`src/rtl/counter_bank_cc.sv`:
```
// counter_bank_cc: parametrised multi-channel capture/compare counter bank.
// Each channel has a prescaler, an up/down period counter, a registered
// compare output and an edge-triggered capture FIFO (show-ahead). Channel i
// can instead tick on the wrap pulse of channel i-1 (cascade).
// Optional feature macro: COUNTER_BANK_CC_ONESHOT_EN adds input i_oneshot;
// a channel with its bit set drops back to STOP on its own wrap tick.
module counter_bank_cc #(
    parameter int NUM_CH    = 4,
    parameter int CNT_WIDTH = 32,
    parameter int PRE_WIDTH = 8,
    parameter int CAP_DEPTH = 4
) (
    input  logic                        i_clk,
    input  logic                        i_rst,
    input  logic [NUM_CH-1:0]           i_enable,
    input  logic                        i_global_start,
    input  logic                        i_global_stop,
    input  logic [NUM_CH-1:0]           i_cascade,
    input  logic [NUM_CH-1:0]           i_dir,
    input  logic [NUM_CH*PRE_WIDTH-1:0] i_prescale,
    input  logic [NUM_CH*CNT_WIDTH-1:0] i_period,
    input  logic [NUM_CH*CNT_WIDTH-1:0] i_compare,
    input  logic [NUM_CH-1:0]           i_cap_din,
    input  logic [NUM_CH*2-1:0]         i_cap_edge,
    input  logic [NUM_CH-1:0]           i_cap_rd,
    input  logic [NUM_CH-1:0]           i_ovf_clr,
`ifdef COUNTER_BANK_CC_ONESHOT_EN
    input  logic [NUM_CH-1:0]           i_oneshot,
`endif
    output logic [NUM_CH*CNT_WIDTH-1:0] o_count,
    output logic [NUM_CH-1:0]           o_cmp_out,
    output logic [NUM_CH-1:0]           o_wrap,
    output logic [NUM_CH*CNT_WIDTH-1:0] o_cap_data,
    output logic [NUM_CH-1:0]           o_cap_valid,
    output logic [NUM_CH-1:0]           o_cap_overflow,
    output logic [NUM_CH*2-1:0]         o_int
);

    localparam int PTR_W = $clog2(CAP_DEPTH);

    localparam logic [CNT_WIDTH-1:0] CNT_ONE   = CNT_WIDTH'(1);
    localparam logic [PRE_WIDTH-1:0] PRE_ONE   = PRE_WIDTH'(1);
    localparam logic [PTR_W-1:0]     PTR_ONE   = PTR_W'(1);
    localparam logic [PTR_W:0]       FILL_ONE  = (PTR_W + 1)'(1);
    localparam logic [PTR_W:0]       FILL_FULL = (PTR_W + 1)'(CAP_DEPTH);

    typedef enum logic {
        ST_STOP = 1'b0,
        ST_RUN  = 1'b1
    } ch_state_t;

    // Wrap pulses of all channels, gathered so a channel can see its neighbour.
    logic [NUM_CH-1:0] wrap_vec;
    assign o_wrap = wrap_vec;

    // Channel 0 has no lower neighbour, so its cascade bit has no meaning.
    logic unused_cascade0;
    assign unused_cascade0 = i_cascade[0];

    for (genvar g = 0; g < NUM_CH; g++) begin : g_ch
        ch_state_t              state_q, state_d;
        logic [PRE_WIDTH-1:0]   presc_q;
        logic [CNT_WIDTH-1:0]   count_q, count_d;
        logic                   cmp_q, wrap_q, int_cap_q, ovf_q;
        logic                   tick, wrap_tick;
        logic                   casc_en, casc_tick, oneshot;
        logic [PRE_WIDTH-1:0]   prescale;
        logic [CNT_WIDTH-1:0]   period, compare;
        logic                   cap_prev_q, rise, fall, push_req;
        logic                   pop_ok, push_ok, fifo_full, fifo_empty;
        logic [1:0]             edge_sel;
        logic [CNT_WIDTH-1:0]   fifo_mem [CAP_DEPTH];
        logic [PTR_W-1:0]       wr_ptr_q, rd_ptr_q;
        logic [PTR_W:0]         fill_q;

        assign prescale = i_prescale[g*PRE_WIDTH +: PRE_WIDTH];
        assign period   = i_period[g*CNT_WIDTH +: CNT_WIDTH];
        assign compare  = i_compare[g*CNT_WIDTH +: CNT_WIDTH];
        assign edge_sel = i_cap_edge[g*2 +: 2];

        if (g == 0) begin : g_no_casc
            assign casc_en   = 1'b0;
            assign casc_tick = 1'b0;
        end else begin : g_casc
            assign casc_en   = i_cascade[g];
            assign casc_tick = wrap_vec[g-1];
        end

`ifdef COUNTER_BANK_CC_ONESHOT_EN
        assign oneshot = i_oneshot[g];
`else
        assign oneshot = 1'b0;
`endif

        // Run/stop state register.
        always_ff @(posedge i_clk) begin
            if (i_rst) state_q <= ST_STOP;
            else       state_q <= state_d;
        end

        // Tick selection, next count with wrap detection, and next run state (stop beats start).
        always_comb begin
            state_d   = state_q;
            tick      = 1'b0;
            wrap_tick = 1'b0;
            count_d   = count_q;
            if (state_q == ST_RUN) begin
                tick = casc_en ? casc_tick : (presc_q == prescale);
            end
            if (tick) begin
                if (i_dir[g]) begin
                    if (count_q == '0) begin
                        count_d   = period;
                        wrap_tick = 1'b1;
                    end else begin
                        count_d = count_q - CNT_ONE;
                    end
                end else begin
                    if (count_q == period) begin
                        count_d   = '0;
                        wrap_tick = 1'b1;
                    end else begin
                        count_d = count_q + CNT_ONE;
                    end
                end
            end
            case (state_q)
                ST_STOP: begin
                    if (i_global_start && i_enable[g] && !i_global_stop) state_d = ST_RUN;
                end
                ST_RUN: begin
                    if (i_global_stop || !i_enable[g] || (oneshot && wrap_tick)) state_d = ST_STOP;
                end
                default: state_d = ST_STOP;
            endcase
        end

        // Prescaler runs only in RUN and sits at zero otherwise, so entering RUN starts it fresh.
        always_ff @(posedge i_clk) begin
            if (i_rst || state_q != ST_RUN) presc_q <= '0;
            else if (presc_q == prescale)   presc_q <= '0;
            else                            presc_q <= presc_q + PRE_ONE;
        end

        // Counter, compare output (from the next count so both change together) and wrap pulse.
        always_ff @(posedge i_clk) begin
            if (i_rst) begin
                count_q <= '0;
                cmp_q   <= 1'b0;
                wrap_q  <= 1'b0;
            end else begin
                count_q <= count_d;
                cmp_q   <= i_dir[g] ? (count_d >= compare) : (count_d < compare);
                wrap_q  <= wrap_tick;
            end
        end

        assign rise       = i_cap_din[g] & ~cap_prev_q;
        assign fall       = ~i_cap_din[g] & cap_prev_q;
        assign push_req   = (edge_sel[0] & rise) | (edge_sel[1] & fall);
        assign fifo_full  = (fill_q == FILL_FULL);
        assign fifo_empty = (fill_q == '0);
        assign pop_ok     = i_cap_rd[g] & ~fifo_empty;
        assign push_ok    = push_req & (~fifo_full | pop_ok);

        // Capture edge history, FIFO pointers/fill, capture interrupt and sticky overflow.
        always_ff @(posedge i_clk) begin
            if (i_rst) begin
                cap_prev_q <= 1'b0;
                wr_ptr_q   <= '0;
                rd_ptr_q   <= '0;
                fill_q     <= '0;
                int_cap_q  <= 1'b0;
                ovf_q      <= 1'b0;
            end else begin
                cap_prev_q <= i_cap_din[g];
                int_cap_q  <= push_ok;
                if (push_ok) wr_ptr_q <= wr_ptr_q + PTR_ONE;
                if (pop_ok)  rd_ptr_q <= rd_ptr_q + PTR_ONE;
                case ({push_ok, pop_ok})
                    2'b10:   fill_q <= fill_q + FILL_ONE;
                    2'b01:   fill_q <= fill_q - FILL_ONE;
                    default: fill_q <= fill_q;
                endcase
                if (push_req && fifo_full && !pop_ok) ovf_q <= 1'b1;
                else if (i_ovf_clr[g])                ovf_q <= 1'b0;
            end
        end

        // Capture storage holds the live count seen in the cycle of the edge.
        always_ff @(posedge i_clk) begin
            if (push_ok) fifo_mem[wr_ptr_q] <= count_q;
        end

        assign wrap_vec[g]                          = wrap_q;
        assign o_count[g*CNT_WIDTH +: CNT_WIDTH]    = count_q;
        assign o_cmp_out[g]                         = cmp_q;
        assign o_cap_data[g*CNT_WIDTH +: CNT_WIDTH] = fifo_empty ? '0 : fifo_mem[rd_ptr_q];
        assign o_cap_valid[g]                       = ~fifo_empty;
        assign o_cap_overflow[g]                    = ovf_q;
        assign o_int[g*2]                           = wrap_q;
        assign o_int[g*2+1]                         = int_cap_q;
    end

endmodule

```
`config.mk`:
```
export PLATFORM = sky130hd
export DESIGN_NAME = counter_bank_cc
export DESIGN_NICKNAME = d
export VERILOG_FILES = /design/src/rtl/counter_bank_cc.sv
export SDC_FILE = /design/constraint.sdc
export NUM_CORES = 2
export LEC_CHECK = 0
export ABC_CLOCK_PERIOD_IN_PS = 4900
export BUFFER_PORTS_ARGS = -buffer_cell sky130_fd_sc_hd__buf_2
export CORE_MARGIN = 8
export CORE_UTILIZATION = 45
export DETAILED_ROUTE_END_ITERATION = 8
export PLACE_DENSITY = 0.75
export REMOVE_ABC_BUFFERS = 1
export SKIP_LAST_GASP = 1
export SYNTH_ARGS = -nofsm -noshare
export SYNTH_HDL_FRONTEND = slang
export SYNTH_SLANG_ARGS = --single-unit
```
`constraint.sdc`:
```
create_clock -name i_clk -period 4.9 [get_ports i_clk]
set_input_delay 0.98 -clock i_clk [delete_from_list [all_inputs] [get_ports i_clk]]
set_output_delay 0.98 -clock i_clk [all_outputs]
set_load 0.05 [all_outputs]
```
==> results.py <==
metrics = {
    "placed_design": {
        "gp_congestion": 1.06,
        "numPortBuffers": 602,
        "dp_cells": 5684,
        "dp.final_hpwl_um": 108000,
        "placed_cell_area_sq_mm": 0.0470,
    },
    "clock_tree": {
        "htree_levels": 3,
        "clock_path_buffers": 3,
        "ctsRootBufferMaster": "clkbuf_16",
        "cts_tree": "yes",
        "cts_sinks": 732,
        "hold_buffers": 0,
        "numCtsBuffers": 80,
        "cts.clk_slew.worst_paths_ns": 0.06,
        "clk_latency_ns": 0.64,
    },
    "logic_synthesis": {
        "synth_edf_count": 512,
        "yosys.area.top_type": "edfxtp_1",
        "syn-cell-area_sq_mm": 0.0412,
        "netlist.area_leader.share_pct": 37.3,
        "ys_seq_area_share_pct": 48.0,
        "synth_ff_type": "edfxtp_1",
        "synth_area_leaders": "edfxtp_1, dfxtp_1, mux4_2, ha_1, xor2_1",
        "ys_warn_count": 0,
        "postSynthCellCount": 3867,
        "syn_avg_cell_area_sq_um": 10.7,
        "synthArstFlopShare_pct": 0,
        "ys_ff_latch": 732,
        "synth_cell_types": 94,
    },
    "worst_setup_path": {
        "critPathKind": "flip-flop to flip-flop",
        "worstPathRequired_ns": 5.47,
        "cp-start-kind": "flip-flop",
        "setup.worst_path.end_class": "flip-flop",
        "cp_max_fo": 6,
        "critical_path_arrival_ns": 5.22,
    },
    "global_routing": {
        "grt_max_degree": 72,
        "grt_usage_pct": 27.3,
        "grt_pass1_wl_um": 216000,
        "antenna_found_initial": 7,
        "grt_pass1_vias": 34683,
        "grt_overflow_total": 0,
    },
    "floorplanning": {
        "start_util_pct": 45.1,
        "row_count": 111,
        "die_h_um": 319,
        "ios": 604,
        "die-area_sq_mm": 0.101,
        "die_x_um": 319,
        "core_sq_mm": 0.0912,
    },
    "drt": {
        "vias_per_cell": 6.13,
        "drc": 0,
        "firstDrtPassIters": 7,
        "drt-initial-drc-count": 4403,
        "finalWirelength_um": 145000,
        "vias": 35781,
        "post_drt_wl_per_cell_um": 24.9,
        "final_antenna_net_count": 0,
    },
    "power": {
        "p_total_mw": 14.7,
        "power.density_mw_per_mm2": 294,
        "ir_drop_mv": 0.228,
        "p_leak_nw": 20.8,
    },
    "cells_and_area": {
        "stdcell_count": 5837,
        "final_nets": 5065,
        "post-route-cell-area_sq_mm": 0.0499,
        "utilization_pct": 54.6,
        "fillers": 7793,
        "drive_gt1_share_pct": 26.5,
        "area_growth_pct": 21.0,
        "final_cell_mix": "buf_2, edfxtp_1, buf_4",
        "layout.cells.most_common": "buf_2",
    },
    "timing": {
        "min_period_over_period_pct": 95.0,
        "slew_headroom_pct": 21.5,
        "setup_viol": 0,
        "rsz0062_at_grt": "false",
        "fin_worst_skew_ns": 0.0198,
        "tightest_slew_ns": 1.18,
        "finalCriticalPeriod_ns": 4.65,
        "maxSlewViolCount": 0,
        "finalHoldViolCount": 0,
        "tns_ns": 0,
        "max_freq_mhz": 215,
    },
    "flow_run": {
        "cap_violations": 0,
    },
    "min_path": {
        "min_path_type": "flip-flop to flip-flop",
    },
    "status": {
        "outcome": "completed",
    },
}
==> final timing paths <==
check                                startpoint                            end  slack [ns]  depth (start not counted)
setup reg to reg  g_ch[1].count_q[0]$_SDFF_PP0_       g_ch[1].cmp_q$_SDFF_PP0_        0.25                         16
setup / recovery  g_ch[1].count_q[0]$_SDFF_PP0_       g_ch[1].cmp_q$_SDFF_PP0_        0.25                         16
hold reg to reg   g_ch[3].presc_q[0]$_SDFF_PP0_  g_ch[3].presc_q[0]$_SDFF_PP0_        0.49                          1
hold / removal    g_ch[3].presc_q[0]$_SDFF_PP0_  g_ch[3].presc_q[0]$_SDFF_PP0_        0.49                          1
==> cell type report <==
| type | count | area, sq um | share of cell area [%] |
|---|---|---|---|
| timing repair buffer | 922 | 5500 | 11.0 |
| clock inverter | 49 | 621 | 1.24 |
| inverter | 195 | 732 | 1.47 |
| antenna | 3 | 7.51 | 0.0151 |
| clock buffer | 100 | 2170 | 4.35 |
| tap | 1186 | 1480 | 2.98 |
| sequential | 732 | 19800 | 39.7 |
| multi-input combinational | 2650 | 19600 | 39.2 |
==> power breakdown <==
part	total, mW	switching [mW]	internal, mW
logic	1.58	1.03	0.548
registers	6.75	0.0694	6.68
clock network	6.33	2.60	3.73
total	14.7	3.70	11.0
==> layer usage <==
metal	vias to the layer above	part of all wire, %	GRT usage, %
met4	8	4.7	11.6
met1	17194	39	35.4
li1	15938	-	-
met2	2257	46	44.1
met5	-	0.036	0
met3	384	11	5.98
==> cells in the mapped netlist, drive strengths merged, types with 18 or more instances <==
library cell / instances
and2: 220
and4: 26
xor2: 208
nand3: 151
edfxtp: 512
mux4: 128
clkbuf: 234
o21a: 19
a22o: 19
xnor2: 45
nor4: 104
a21o: 35
a211oi: 33
a31oi: 40
or4: 23
nand4: 84
o21ai: 165
nor3: 119
buf: 56
a21oi: 162
o211ai: 33
ha: 156
dfxtp: 220
nor2b: 18
nand2: 202
and3: 46
inv: 194
or3: 48
nor2: 264
o31ai: 31
==> sequential cells by signal, indices dropped and copies added (netlist names), named ones only <==
name,count
g_ch.fifo_mem,512
g_ch.count_q,128
g_ch.presc_q,32
g_ch.fill_q,12
g_ch.rd_ptr_q,8
g_ch.wr_ptr_q,8
g_ch.cap_prev_q,4
g_ch.cmp_q,4
g_ch.int_cap_q,4
g_ch.ovf_q,4
g_ch.state_q,4
g_ch.wrap_q,4
==> repair_timing <==
item	4_1_cts	5_1_grt
endpoints found under the setup margin	0	1
resized for setup	0	5
buffers inserted	0	1
==> through the flow <==
step | setup WS (ns) | hold WS, ns
floorplan | -0.126 | 0.447
global route | 0.00664 | 0.523
detailed placement | -0.165 | 0.484
finish | 0.246 | 0.491
CTS | 0.256 | 0.500
global placement | -0.226 | 0.468
==> worst max-delay path: stages (launching register included) <==
cell       delay (ns)
dfxtp_1          0.31
inv_1            0.05
ha_1             0.21
or3b_1           0.49
or3_1            0.50
nor4_4           0.35
or3_1            0.17
a31oi_1          0.11
o41ai_2          0.45
ha_1             0.33
a21oi_1          0.16
a21oi_1          0.09
a2111oi_0        0.47
o21ai_0          0.24
buf_4            0.21
a221o_1          0.31
a21oi_1          0.11
==> logic make-up (layout without fill, tap and decap cells) <==
family          after synthesis  in the layout  share of synthesized area (%)
simple gates               1357           1357                           17.5
flops                       732            732                           48.0
compound gates              731            731                           12.0
buf+inv                     485           1266                           4.65
xor+xnor                    253            253                           5.38
fa+ha+maj                   160            160                           4.93
mux                         149            149                           7.52
other cells                   0              3                              0
Power figures use the tool's default switching activity.
